<file path="config.mk">
export PLATFORM = sky130hd
export DESIGN_NAME = uart_bip_loader
export DESIGN_NICKNAME = d
export VERILOG_FILES = /design/src/rtl/uart_bip_pkg.sv /design/src/rtl/bytes_to_word.sv /design/src/rtl/uart_bip_loader.sv
export SDC_FILE = /design/constraint.sdc
export NUM_CORES = 1
export LEC_CHECK = 0
export ABC_AREA = 1
export BUFFER_PORTS_ARGS = -buffer_cell sky130_fd_sc_hd__buf_2
export CORE_MARGIN = 2
export CORE_UTILIZATION = 57
export DETAILED_ROUTE_END_ITERATION = 8
export PLACE_DENSITY_LB_ADDON = 0.15
export SYNTH_ARGS = -nofsm -noshare
export SYNTH_HDL_FRONTEND = slang
export SYNTH_SLANG_ARGS = --single-unit
</file>
<file path="constraint.sdc">
create_clock -name clk -period 2.1 [get_ports clk]
set_input_delay 0.315 -clock clk [delete_from_list [all_inputs] [get_ports clk]]
set_output_delay 0.315 -clock clk [all_outputs]
set_load 0.01 [all_outputs]
</file>
<file path="src/rtl/uart_bip_pkg.sv">
// ============================================================================
// Module      : uart_bip_pkg
// Description : Shared opcodes, FSM state codes, reply bytes and the
//               bytes-per-field helper for the UART/BIP command loader.
// Revision    : 1.0 - initial release
// ============================================================================
`default_nettype none

package uart_bip_pkg;

   localparam logic [7:0] OP_RUN   = 8'h01;
   localparam logic [7:0] OP_WR_PM = 8'h02;
   localparam logic [7:0] OP_WR_DM = 8'h03;
   localparam logic [7:0] OP_RD_DM = 8'h04;

   localparam logic [7:0] ACK_BYTE = 8'hA5;
   localparam logic [7:0] NAK_BYTE = 8'hEE;

   // Encodings are exposed on status[3:0], so they are fixed explicitly.
   typedef enum logic [3:0] {
      ST_IDLE     = 4'd0,
      ST_ADDR     = 4'd1,
      ST_LEN      = 4'd2,
      ST_WDATA    = 4'd3,
      ST_WRITE    = 4'd4,
      ST_RDREQ    = 4'd5,
      ST_RDLAT    = 4'd6,
      ST_SEND     = 4'd7,
      ST_SENDWAIT = 4'd8,
      ST_RUN      = 4'd9
   } state_t;

   // Number of whole bytes needed to carry a w-bit field.
   function automatic int byte_count(input int w);
      return (w + 7) / 8;
   endfunction

endpackage

`default_nettype wire

</file>
<file path="src/rtl/bytes_to_word.sv">
// ============================================================================
// Module      : bytes_to_word
// Description : Assembles a WIDTH-bit word from NBYTES bytes received LSB
//               first. After NBYTES loads the first byte sits in bits [7:0];
//               unused high bits of the last byte are dropped.
// Revision    : 1.0 - initial release
// ============================================================================
`default_nettype none

module bytes_to_word #(
   parameter int WIDTH  = 16,
   parameter int NBYTES = 2
) (
   input  logic             clk,
   input  logic             reset,
   input  logic             load,
   input  logic [7:0]       byte_in,
   output logic [WIDTH-1:0] word
);

   logic [NBYTES*8-1:0] shreg;

   generate
      if (NBYTES == 1) begin : g_single
         // Single-byte field: the register simply captures the byte.
         always_ff @(posedge clk) begin
            if (reset)     shreg <= '0;
            else if (load) shreg <= byte_in;
         end
      end else begin : g_multi
         // New bytes enter at the top and move down, so the earliest byte ends lowest.
         always_ff @(posedge clk) begin
            if (reset)     shreg <= '0;
            else if (load) shreg <= {byte_in, shreg[NBYTES*8-1:8]};
         end
      end
   endgenerate

   assign word = shreg[WIDTH-1:0];

   generate
      if (NBYTES * 8 > WIDTH) begin : g_trim
         logic unused_high;
         assign unused_high = ^shreg[NBYTES*8-1:WIDTH];
      end
   endgenerate

endmodule

`default_nettype wire

</file>
<file path="src/rtl/uart_bip_loader.sv">
// ============================================================================
// Module      : uart_bip_loader
// Description : Byte-stream command decoder between a UART and the BIP core
//               memories: burst program/data writes, burst data reads, and a
//               bounded RUN with early halt. Sticky error/timeout flags.
//               Optional macro LOADER_ACK_EN: reply A5 after each write burst
//               and EE for an invalid opcode.
// Revision    : 1.0 - initial release
// ============================================================================
`default_nettype none

module uart_bip_loader
   import uart_bip_pkg::*;
#(
   parameter int DATA_LENGTH = 16,
   parameter int ADDR_LENGTH = 11,
   parameter int RUN_CYCLES  = 256
) (
   input  logic                   clk,
   input  logic                   reset,
   input  logic [7:0]             rx_data,
   input  logic                   rx_done,
   input  logic                   tx_done,
   output logic                   tx_start,
   output logic [7:0]             tx_data,
   output logic [ADDR_LENGTH-1:0] mem_addr,
   output logic [DATA_LENGTH-1:0] mem_wdata,
   input  logic [DATA_LENGTH-1:0] mem_rdata,
   output logic                   prog_we,
   output logic                   data_we,
   output logic                   data_re,
   input  logic                   bip_halt,
   output logic                   bip_reset,
   output logic [7:0]             status
);

   localparam int DB  = byte_count(DATA_LENGTH);
   localparam int AB  = byte_count(ADDR_LENGTH);
   localparam int RCW = (RUN_CYCLES > 1) ? $clog2(RUN_CYCLES) : 1;

   state_t                 state, next_state;
   logic [7:0]             opcode;
   logic [7:0]             byte_cnt;
   logic [7:0]             word_cnt;
   logic [RCW-1:0]         run_cnt;
   logic [DB*8-1:0]        tx_shift;
   logic                   reply;
   logic [7:0]             reply_byte;
   logic                   err_cmd;
   logic                   run_timeout;
   logic                   addr_load;
   logic                   data_load;
   logic [ADDR_LENGTH-1:0] addr_word;
   logic                   addr_last;
   logic                   data_last;
   logic                   run_last;

   assign addr_last = (byte_cnt == 8'(AB - 1));
   assign data_last = (byte_cnt == 8'(DB - 1));
   assign run_last  = (run_cnt == RCW'(RUN_CYCLES - 1));

   bytes_to_word #(.WIDTH(ADDR_LENGTH), .NBYTES(AB)) u_addr_asm (
      .clk     (clk),
      .reset   (reset),
      .load    (addr_load),
      .byte_in (rx_data),
      .word    (addr_word)
   );

   bytes_to_word #(.WIDTH(DATA_LENGTH), .NBYTES(DB)) u_data_asm (
      .clk     (clk),
      .reset   (reset),
      .load    (data_load),
      .byte_in (rx_data),
      .word    (mem_wdata)
   );

   assign tx_data = reply ? reply_byte : tx_shift[7:0];
   assign status  = {err_cmd, run_timeout, (state != ST_IDLE), 1'b0, state};

   // State register.
   always_ff @(posedge clk) begin
      if (reset) state <= ST_IDLE;
      else       state <= next_state;
   end

   // Next-state decode and one-cycle strobes.
   always_comb begin
      next_state = state;
      addr_load  = 1'b0;
      data_load  = 1'b0;
      tx_start   = 1'b0;
      prog_we    = 1'b0;
      data_we    = 1'b0;
      data_re    = 1'b0;
      bip_reset  = 1'b1;
      case (state)
         ST_IDLE: begin
            if (rx_done) begin
               case (rx_data)
                  OP_RUN:                     next_state = ST_RUN;
                  OP_WR_PM, OP_WR_DM, OP_RD_DM: next_state = ST_ADDR;
`ifdef LOADER_ACK_EN
                  default:                    next_state = ST_SEND;
`else
                  default:                    next_state = ST_IDLE;
`endif
               endcase
            end
         end
         ST_ADDR: begin
            if (rx_done) begin
               addr_load = 1'b1;
               if (addr_last) next_state = ST_LEN;
            end
         end
         ST_LEN: begin
            if (rx_done) next_state = (opcode == OP_RD_DM) ? ST_RDREQ : ST_WDATA;
         end
         ST_WDATA: begin
            if (rx_done) begin
               data_load = 1'b1;
               if (data_last) next_state = ST_WRITE;
            end
         end
         ST_WRITE: begin
            prog_we = (opcode == OP_WR_PM);
            data_we = (opcode != OP_WR_PM);
            if (word_cnt != 8'd0) next_state = ST_WDATA;
`ifdef LOADER_ACK_EN
            else                  next_state = ST_SEND;
`else
            else                  next_state = ST_IDLE;
`endif
         end
         ST_RDREQ: begin
            data_re    = 1'b1;
            next_state = ST_RDLAT;
         end
         ST_RDLAT:  next_state = ST_SEND;
         ST_SEND: begin
            tx_start   = 1'b1;
            next_state = ST_SENDWAIT;
         end
         ST_SENDWAIT: begin
            if (tx_done) begin
               if (reply)                 next_state = ST_IDLE;
               else if (!data_last)       next_state = ST_SEND;
               else if (word_cnt != 8'd0) next_state = ST_RDREQ;
               else                       next_state = ST_IDLE;
            end
         end
         ST_RUN: begin
            bip_reset = 1'b0;
            if (bip_halt || run_last) next_state = ST_IDLE;
         end
         default: next_state = ST_IDLE;
      endcase
   end

   // Datapath: counters, address, read shifter, reply byte and sticky flags.
   always_ff @(posedge clk) begin
      if (reset) begin
         opcode      <= 8'd0;
         byte_cnt    <= 8'd0;
         word_cnt    <= 8'd0;
         run_cnt     <= '0;
         mem_addr    <= '0;
         tx_shift    <= '0;
         reply       <= 1'b0;
         reply_byte  <= 8'd0;
         err_cmd     <= 1'b0;
         run_timeout <= 1'b0;
      end else begin
         case (state)
            ST_IDLE: begin
               byte_cnt <= 8'd0;
               reply    <= 1'b0;
               run_cnt  <= '0;
               if (rx_done) begin
                  case (rx_data)
                     OP_RUN, OP_WR_PM, OP_WR_DM, OP_RD_DM: begin
                        opcode      <= rx_data;
                        err_cmd     <= 1'b0;
                        run_timeout <= 1'b0;
                     end
                     default: begin
                        err_cmd <= 1'b1;
`ifdef LOADER_ACK_EN
                        reply      <= 1'b1;
                        reply_byte <= NAK_BYTE;
`endif
                     end
                  endcase
               end
            end
            ST_ADDR, ST_WDATA: begin
               if (rx_done) byte_cnt <= ((state == ST_ADDR) ? addr_last : data_last)
                                        ? 8'd0 : byte_cnt + 8'd1;
            end
            ST_LEN: begin
               if (rx_done) begin
                  mem_addr <= addr_word;
                  word_cnt <= rx_data;
                  byte_cnt <= 8'd0;
               end
            end
            ST_WRITE: begin
               if (word_cnt != 8'd0) begin
                  word_cnt <= word_cnt - 8'd1;
                  mem_addr <= mem_addr + ADDR_LENGTH'(1);
               end
`ifdef LOADER_ACK_EN
               else begin
                  reply      <= 1'b1;
                  reply_byte <= ACK_BYTE;
               end
`endif
            end
            ST_RDLAT: begin
               tx_shift <= (DB*8)'(mem_rdata);
               byte_cnt <= 8'd0;
            end
            ST_SENDWAIT: begin
               if (tx_done && !reply) begin
                  if (!data_last) begin
                     byte_cnt <= byte_cnt + 8'd1;
                     tx_shift <= tx_shift >> 8;
                  end else if (word_cnt != 8'd0) begin
                     word_cnt <= word_cnt - 8'd1;
                     mem_addr <= mem_addr + ADDR_LENGTH'(1);
                  end
               end
            end
            ST_RUN: begin
               run_cnt <= run_cnt + RCW'(1);
               if (run_last && !bip_halt) run_timeout <= 1'b1;
            end
            default: ;
         endcase
      end
   end

endmodule

`default_nettype wire

</file>
==> results of run 1 <==
## synthesized netlist by cell type, drive strengths merged
cell type and n:
a211oi 2, a21o 1, a21oi 77, a31o 1
and2 1, buf 24, clkbuf 16, clkinv 2
conb 1, dfxtp 97, ha 6, inv 81
nand2 202, nand3 69, nand4 13, nor2 93
nor3 4, o211a 1, o211ai 2, o21a 1
o21ai 55, o22ai 1, or2 3, xnor2 1
xor2 4
## area by class of cell
cell class / count / area, µm² / share of cell area [%]
multi-input combinational: 538 / 2555 / 45.92
clock buffer: 9 / 123.9 / 2.226
inverter: 83 / 314.1 / 5.644
tap: 108 / 135.1 / 2.429
clock inverter: 7 / 58.81 / 1.057
sequential: 97 / 1942 / 34.90
timing repair buffer: 83 / 435.4 / 7.826
## path summary, 6_finish.rpt
| path | start | end | slack (ns) | cells past startpoint |
|---|---|---|---|---|
| worst min register to register | u_addr_asm.shreg[15]$_SDFFE_PP0P_ | u_addr_asm.shreg[15]$_SDFFE_PP0P_ | 0.45 | 2 |
| worst min-delay path | mem_rdata[13] | tx_shift[13]$_SDFFE_PP0P_ | 0.22 | 3 |
| worst max register to register | state[0]$_SDFFE_PP0P_ | word_cnt[7]$_SDFFE_PP0P_ | 0.19 | 9 |
| worst max-delay path | state[0]$_SDFFE_PP0P_ | word_cnt[7]$_SDFFE_PP0P_ | 0.19 | 9 |
## metal layers
layer	vias to the layer above	part of all wire (%)	global-route usage (%)
met1	2276	47	34.80
met3	19	7.0	6.228
li1	2519	-	-
met5	-	0	0
met4	0	1.2	6.410
met2	170	44	41.73
## flip-flops by register name, indices dropped and copies added, names as in the netlist
| name | count |
|---|---|
| run_cnt | 8 |
| u_addr_asm.shreg | 16 |
| run_timeout | 1 |
| u_data_asm.word | 16 |
| opcode | 8 |
| byte_cnt | 8 |
| state | 4 |
| word_cnt | 8 |
| err_cmd | 1 |
| mem_addr | 11 |
| tx_shift | 16 |
## cell families (layout without fill, tap and decap cells)
| family | after synthesis | count (layout) |
|---|---|---|
| xor+xnor | 5 | 5 |
| compound gates | 141 | 141 |
| buf+inv | 123 | 182 |
| flops | 97 | 97 |
| simple gates | 385 | 385 |
| fa+ha+maj | 6 | 6 |
| other cells | 1 | 1 |
## through the flow
stage          cells  hold slack (ns)
6_report         925           0.2159
5_1_grt          925           0.2037
4_1_cts          925           0.1998
3_5_place_dp     909           0.4363
3_3_place_gp     909           0.4289
2_1_floorplan    758           0.4205
## worst reg2reg max path: stages, from the launching register on
cell	delay [ns]
dfxtp_1	0.48
nor2_4	0.11
nand2_4	0.27
nand2_4	0.19
nand2_2	0.13
nand2_4	0.06
nor2_4	0.10
buf_4	0.27
nand3_1	0.12
a21oi_1	0.14
## repair_timing
item                                    CTS  global route
hold buffers                              0             0
endpoints found under the setup margin    0            16
resized for setup                         0             2
## power by group
group	switching, mW	internal [mW]
sequential	0.00583	1.85
combinational	0.110	0.0549
clock	0.715	0.450
total	0.830	2.35
==> qor.csv, run 1 <==
metric;value;unit
fmax;522.6;MHz
syn_avg_cell_area;6.636;µm²
die-area;0.009591;mm²
vias;4984;
yosys-mux-area-fraction;0;%
post-route-min-period;1.913;ns
finalCritPeriodShare;91.11;%
clk_pin_slew;0.10;ns
synth_xor_area_share;0.8706;%
post-place-ws;0.1493;ns
wl;12.05;mm
cp_max_fo;25;
synth_fp_nets;793;
p_leak;2.480;nW
area_growth_syn_to_layout;10.62;%
ios;77;
power;3.180;mW
synth_compound_area_share;14.60;%
wl_per_cell;13.03;µm
setup_viol;0;
cpLargestDelayFamily;simple AND/OR/NAND/NOR gates;
synth_area;0.005030;mm²
status;finished clean;
synth_warnings;0;
design_area;0.005564;mm²
timing.critical_path.mode_cell;nand2_4;
clock-sinks;97;
synth.area.top_cells;dfxtp_1, nand2_1, a21oi_1;
cts_setup_buffers;0;
crit_type;reg2reg;
arrival;2.20;ns
tightestPinTransition;0.5269;ns
power-per-cell-area;571.6;mW/mm²
hp-class;in2reg;
place_hpwl;8.551;mm
drt.antenna.violating_nets;0;
drc;0;
drive_above_1_share;16.03;%
worstSkewPairLatency;0.37;ns
ir_drop;0.3233;mV
placed_cell_area;0.005379;mm²
slowest_stage;dfxtp_1;
yosys.area_share.simple;33.76;%
synth_top_area_cell;dfxtp_1;
utilization;64.43;%
fp.dieW;97.94;µm
slew_viol_final;0;
drt_iter0_drc;299;
hold_viol;0;
nNetsFinal;847;
cts.path.max_buffers;2;
crit_required;2.39;ns
antenna_cells;0;
crit_chain;nor2_4 > nand2_4 > nand2_4 > nand2_2 > nand2_4 > nor2_4 > buf_4 > nand3_1 > a21oi_1;
cts_made_buffers;9;
first_global_vias;4566;
firstDrtPassIters;6;
syn-instance-count;758;
grt.overflow.total;0;
critPathCaptureType;flip-flop;
fill_cells;802;
synth_top_family_by_area;simple AND/OR/NAND/NOR gates;
port_buffers;75;
startpoint_type;flip-flop;
grt_pass1_wl;20.70;mm
final_cell_mix;nand2_1, dfxtp_1, nor2_1;
fin_worst_skew;0.01365;ns
slew_headroom;64.87;%
max_stage_delay;0.48;ns
drv_cap;0;
timing.final.ws_setup;0.1866;ns
gp_congestion;0.9189;
cts_root_buffer;clkbuf_8;
htreeDepth;3;
antenna_found_initial;0;
synth_top_area_share;38.61;%
start_util;58.24;%
core;0.008636;mm²
via_per_inst;5.388;
final.setup.tns;0;ns
synth_seq_area_share;38.61;%
synth-seq-cells;97;
yosys.cell_types.count;36;
num_rows;34;
tritoncts;done;
synthAdderAreaFrac;1.493;%
path_buf_inv;1;
grt_max_degree;51;
die_y;97.94;µm
rsz0062_at_grt;false;
mostFrequentLayoutCell;nand2_1;
grt_use_total;25.76;%
Power figures use the tool's default switching activity.
==> run 2, diff against run 1 <==
--- a/config.mk
+++ b/config.mk
@@ -5,12 +5,12 @@
 export SDC_FILE = /design/constraint.sdc
 export NUM_CORES = 1
 export LEC_CHECK = 0
-export ABC_AREA = 1
 export BUFFER_PORTS_ARGS = -buffer_cell sky130_fd_sc_hd__buf_2
 export CORE_MARGIN = 2
-export CORE_UTILIZATION = 57
+export CORE_UTILIZATION = 60
 export DETAILED_ROUTE_END_ITERATION = 8
 export PLACE_DENSITY_LB_ADDON = 0.15
 export SYNTH_ARGS = -nofsm -noshare
 export SYNTH_HDL_FRONTEND = slang
+export SYNTH_HIERARCHICAL = 1
 export SYNTH_SLANG_ARGS = --single-unit
==> constraint.sdc (replaced) <==
create_clock -name clk -period 2.5 [get_ports clk]
set_input_delay 0.375 -clock clk [delete_from_list [all_inputs] [get_ports clk]]
set_output_delay 0.375 -clock clk [all_outputs]
set_load 0.01 [all_outputs]
==> qor.csv, run 2 <==
metric;value;unit;change
status;finished clean;;
synth_fp_nets;590;;-26%
wl;10.74;mm;-11%
synth_warnings;6;;+6
power-per-cell-area;518.2;mW/mm²;-9.3%
final_cell_mix;dfxtp_1, nor2_1, buf_2;;
p_leak;1.986;nW;-20%
core;0.007727;mm²;-11%
grt.overflow.total;0;;unchanged
slew_viol_final;0;;unchanged
clk_pin_slew;0.10;ns;about the same
grt_use_total;25.82;%;+0.060 points
hold_viol;0;;unchanged
tightestPinTransition;0.6811;ns;+0.1542 ns
worstSkewPairLatency;0.37;ns;about the same
whs_path_depth;3;;unchanged
design_area;0.005226;mm²;-6.1%
synth_top_area_share;40.44;%;+1.8 points
first_global_vias;3787;;-17%
grt_pass1_wl;18.24;mm;-12%
drc;0;;unchanged
cts.path.max_buffers;2;;unchanged
cts_hold_buffers;0;;unchanged
slew_headroom;54.17;%;-11 points
die-area;0.008735;mm²;-8.9%
synth_top_flop_cell;dfxtp_1;;
crit_chain;or4b_4 > a31oi_1 > or2_1 > nor2_2 > a311oi_1;;
path_buf_inv;0;;-1
yosys.area_share.simple;20.95;%;-13 points
place_hpwl;7.733;mm;-9.6%
cpLargestDelayFamily;simple AND/OR/NAND/NOR gates;;
drt.antenna.violating_nets;0;;unchanged
crit_type;reg2reg;;
wl_per_cell;15.18;µm;+17%
reg2reg_to;mem_addr[0]$_SDFFE_PP0P_;;
yosys.cell_types.count;64;;+78%
clock-sinks;97;;unchanged
final.setup.tns;0;ns;unchanged
vias;4191;;-16%
crit_required;2.78;ns;+0.39 ns
slowest_stage;or4b_4;;
post-route-min-period;2.294;ns;+0.3809 ns
drv_cap;0;;unchanged
startpoint_type;flip-flop;;
synth-seq-cells;97;;unchanged
hold_path_end;tx_shift[12]$_SDFFE_PP0P_;;
setup_viol;0;;unchanged
antenna_found_initial;0;;unchanged
hp-class;in2reg;;
yosysMostFrequentCell;dfxtp_1;;
via_per_inst;5.928;;+10%
finalCritPeriodShare;91.77;%;+0.66 points
cts_setup_buffers;0;;unchanged
cp_max_fo;17;;-32%
synth_top_area_cell;dfxtp_1;;
synth-edff-count;0;;unchanged
syn_avg_cell_area;8.652;µm²;+30%
fp.dieW;93.46;µm;-4.6%
synth_compound_area_share;19.59;%;+5.0 points
yosys-mux-area-fraction;7.999;%;+8.0 points
area_growth_syn_to_layout;8.833;%;
port_buffers;75;;unchanged
cts_resized;0;;unchanged
rsz0062_at_grt;false;;
synthAdderAreaFrac;1.563;%;+0.071 points
drive_above_1_share;20.17;%;+4.1 points
reg2regPathDepth;5;;-4
num_rows;32;;-5.9%
cts_made_buffers;9;;unchanged
synth_top_family_by_area;simple AND/OR/NAND/NOR gates;;
reg2reg_from;state[1]$_SDFFE_PP0P_;;
max_stage_delay;0.67;ns;+0.19 ns
mostFrequentLayoutCell;dfxtp_1;;
fmax;435.9;MHz;-17%
tritoncts;done;;
r2r_setup_slack;0.21;ns;+0.02 ns
ir_drop;0.4183;mV;+29%
start_util;62.14;%;+3.9 points
cts_root_buffer;clkbuf_8;;
die_y;93.46;µm;-4.6%
grt_max_degree;37;;-27%
synth_xor_area_share;0.1824;%;-0.69 points
nNetsFinal;635;;-25%
critPathCaptureType;flip-flop;;
htreeDepth;3;;unchanged
synth.area.top_cells;dfxtp_1, mux2i_1, nor2_1;;
fin_worst_skew;0.01170;ns;-0.001945 ns
async_flop_share;0;%;unchanged
ios;77;;unchanged
drt_iter0_drc;190;;-36%
arrival;2.58;ns;+0.38 ns
synth_seq_area_share;40.44;%;+1.8 points
gp_congestion;0.9050;;-1.5%
synth_area;0.004802;mm²;-4.5%
syn-instance-count;555;;-27%
antenna_cells;0;;unchanged
synthTopCellsByCount;dfxtp_1, nor2_1, nand2_1;;
placed_cell_area;0.005024;mm²;-6.6%
min-delay-start;mem_rdata[12];;
firstDrtPassIters;5;;-1
-- run 2: layer usage --
layer	up-vias	wire [µm]	part of all wire [%]	track usage, %
li1	2085	-	-	-
met2	138	5008	47	40.41
met5	-	0	0	0
met4	0	121	1.1	8.578
met3	11	617	5.7	4.110
met1	1957	4988	46	36.33
-- run 2: worst register-to-register path, stage by stage, from the launching register on --
cell,delay (ns)
dfxtp_1,0.45
or4b_4,0.67
a31oi_1,0.22
or2_1,0.45
nor2_2,0.16
a311oi_1,0.27
-- run 2: through the flow --
step                cells  setup WS [ns]  power (mW)  hold slack (ns)  utilization [%]
global placement      691         0.2826       1.691           0.4436            65.01
finish                707         0.2057       2.708           0.2503            67.63
global route          707       0.001747       2.800           0.2547            67.63
floorplan             555         0.4873       1.643           0.4302                -
detailed placement    691         0.2414       1.692           0.4529            65.01
CTS                   707         0.2154       2.716           0.2471            67.63
-- run 2: how the worst max path moves through the flow --
stage | from | end | slack, ns | depth (start not counted)
2_1_floorplan | state[0]$_SDFFE_PP0P_ | mem_addr[5]$_SDFFE_PP0P_ | 0.49 | 8
6_report | state[1]$_SDFFE_PP0P_ | mem_addr[0]$_SDFFE_PP0P_ | 0.21 | 5
4_1_cts | state[1]$_SDFFE_PP0P_ | mem_addr[0]$_SDFFE_PP0P_ | 0.22 | 5
5_1_grt | state[1]$_SDFFE_PP0P_ | mem_addr[3]$_SDFFE_PP0P_ | 0.002 | 5
3_3_place_gp | state[1]$_SDFFE_PP0P_ | mem_addr[0]$_SDFFE_PP0P_ | 0.28 | 5
3_5_place_dp | state[1]$_SDFFE_PP0P_ | mem_addr[0]$_SDFFE_PP0P_ | 0.24 | 5
-- run 2: final cells by class --
cell class	instances	area [µm²]
Fill cell	640	2501
Clock buffer	11	141.4
Tap cell	102	127.6
Inverter	10	37.54
Sequential cell	97	1942
Clock inverter	5	61.31
Timing Repair Buffer	91	495.5
Multi-Input combinational cell	391	2421
-- run 2: report_power, final --
group          leakage, nW  switching [mW]  internal (mW)  total [mW]
clock network        0.104           0.554          0.498        1.05
logic                 1.10          0.0692         0.0367       0.106
registers            0.781         0.00291           1.55        1.55
-- run 2: logic make-up (layout without fill, tap and decap cells) --
kind of cell	Yosys count	in the layout
adder cells (fa/ha/maj)	6	6
XOR/XNOR	1	1
flip-flops	97	97
AO/OA/AOI/OAI	137	137
buffers and inverters	67	117
other	1	1
multiplexers	38	38
AND/OR/NAND/NOR	208	208
==> run 3, diff against run 2 <==
--- a/config.mk
+++ b/config.mk
@@ -9,7 +9,7 @@
 export CORE_MARGIN = 2
 export CORE_UTILIZATION = 60
 export DETAILED_ROUTE_END_ITERATION = 8
-export PLACE_DENSITY_LB_ADDON = 0.15
+export PLACE_DENSITY = 0.8
 export SYNTH_ARGS = -nofsm -noshare
 export SYNTH_HDL_FRONTEND = slang
 export SYNTH_HIERARCHICAL = 1
==> qor.csv, run 3 (same netlist as run 2, synthesis figures left out) <==
metric;value;unit;change
dp_cells;691;;unchanged
cts_made_buffers;9;;unchanged
antenna_cells;0;;unchanged
cts_setup_buffers;0;;unchanged
reg2regPathDepth;5;;unchanged
port_buffers;75;;unchanged
max_stage_delay;0.68;ns;about the same
multi_input_area;0.002421;mm²;unchanged
r2r_setup_slack;0.12;ns;-0.09 ns
p_leak;1.990;nW;+0.21%
min-delay-start;mem_rdata[15];;
slew_headroom;53.29;%;-0.88 points
status;finished clean;;
critPathCaptureType;flip-flop;;
cts.path.max_buffers;2;;unchanged
cts_resized;0;;unchanged
slowest_stage;or4b_4;;
area_growth_syn_to_layout;9.067;%;
met3WireLength;868;µm;+41%
grt.overflow.total;0;;unchanged
wl_met1;5.010;mm;+0.44%
grt_pass1_wl;18.76;mm;+2.8%
cpLargestDelayFamily;simple AND/OR/NAND/NOR gates;;
mostFrequentLayoutCell;dfxtp_1;;
tritoncts;done;;
first_global_vias;3882;;+2.5%
final-seq-area;0.001942;mm²;unchanged
final_cell_mix;dfxtp_1, nor2_1, buf_2;;
rsz0062_at_grt;false;;
antenna_found_initial;0;;unchanged
finalCritPeriodShare;95.32;%;+3.6 points
slew_viol_final;0;;unchanged
setup_viol;0;;unchanged
final_cells;707;;unchanged
fmax;419.6;MHz;-3.7%
post-route-min-period;2.383;ns;+0.08876 ns
place_hpwl;8.040;mm;+4.0%
hp-class;in2reg;;
drive_above_1_share;20.33;%;+0.17 points
cts_root_buffer;clkbuf_8;;
wl_met2;5.335;mm;+6.5%
whs_path_depth;3;;unchanged
dr.max_layer_used;met4;;
crit_required;2.78;ns;about the same
clock-sinks;97;;unchanged
num_rows;32;;unchanged
fin_worst_skew;0.01182;ns;+0.0001218 ns
htreeDepth;3;;unchanged
die_y;93.46;µm;unchanged
worstSkewPairLatency;0.37;ns;about the same
core;0.007727;mm²;unchanged
wl;11.39;mm;+6.1%
drt.antenna.violating_nets;0;;unchanged
fp.dieW;93.46;µm;unchanged
gp_congestion;0.9537;;+5.4%
grt_max_degree;36;;-2.7%
arrival;2.66;ns;+0.08 ns
crit_chain;or4b_4 > a31oi_1 > or2_1 > nor2_2 > a311oi_1;;
cts_hold_buffers;0;;unchanged
cp_max_fo;17;;unchanged
hold_slack;0.2532;ns;+0.002879 ns
ir_drop;0.3717;mV;-11%
nNetsFinal;635;;unchanged
ios;77;;unchanged
startpoint_type;flip-flop;;
start_util;62.14;%;unchanged
power-per-cell-area;522.7;mW/mm²;+0.88%
reg2reg_to;mem_addr[0]$_SDFFE_PP0P_;;
path_buf_inv;0;;unchanged
firstDrtPassIters;5;;unchanged
drt_iter0_drc;295;;+55%
via_per_inst;6.020;;+1.6%
drv_cap;0;;unchanged
power;2.738;mW;+1.1%
clk_pin_slew;0.10;ns;about the same
final.setup.tns;0;ns;unchanged
fill_cells;651;;+1.7%
hold_viol;0;;unchanged
crit_type;reg2reg;;
hold_path_end;tx_shift[15]$_SDFFE_PP0P_;;
grt_use_total;26.70;%;+0.88 points
drc;0;;unchanged
reg2reg_from;state[1]$_SDFFE_PP0P_;;
tightestPinTransition;0.7006;ns;+0.01953 ns
die-area;0.008735;mm²;unchanged
vias;4256;;+1.6%
wl_per_cell;16.12;µm;+6.1%
[run 3: worst max path at each step]
stage,endpoint,cells past startpoint,slack (ns),start
after floorplan,mem_addr[5]$_SDFFE_PP0P_,8,0.49,state[0]$_SDFFE_PP0P_
after global placement,mem_addr[0]$_SDFFE_PP0P_,5,0.28,state[1]$_SDFFE_PP0P_
after detailed placement,mem_addr[0]$_SDFFE_PP0P_,5,0.21,state[1]$_SDFFE_PP0P_
after CTS,mem_addr[0]$_SDFFE_PP0P_,5,0.17,state[1]$_SDFFE_PP0P_
after global routing,mem_addr[0]$_SDFFE_PP0P_,5,0.002,state[3]$_SDFFE_PP0P_
final,mem_addr[0]$_SDFFE_PP0P_,5,0.12,state[1]$_SDFFE_PP0P_
[run 3: routing by layer]
layer  track usage, %  vias up
met3            4.835       17
met1            36.90     1968
met4            8.946        0
met2            42.15      191
met5                0        -
li1                 -     2080
[run 3: tightest hold or removal path: cells and delay by family]
kind	cells	cell delay, ns
simple gates	1	0.07
compound gates	1	0.07
buf+inv	1	0.07
[run 3: where the power goes]
| part | internal, mW | switching, mW |
|---|---|---|
| clock network | 0.504 | 0.577 |
| registers | 1.55 | 0.00348 |
| logic | 0.0366 | 0.0691 |
| total | 2.09 | 0.650 |
[run 3: final cells by class]
cell class | count | area share, %
multi-input cells | 391 | 46.23
well taps | 102 | 2.437
flip-flops and latches | 97 | 37.08
clock inverters | 6 | 1.457
clock buffers | 10 | 2.628
repair buffers | 91 | 9.460
inverters | 10 | 0.7167
[run 3: metrics by stage]
stage	cell area, µm²	setup slack (ns)	util, %
final	5238	0.1169	67.78
after global routing	5238	0.001605	67.78
after CTS	5238	0.1707	67.78
after detailed placement	5024	0.2118	65.01
after global placement	5024	0.2780	65.01
after floorplan	4802	0.4873	-
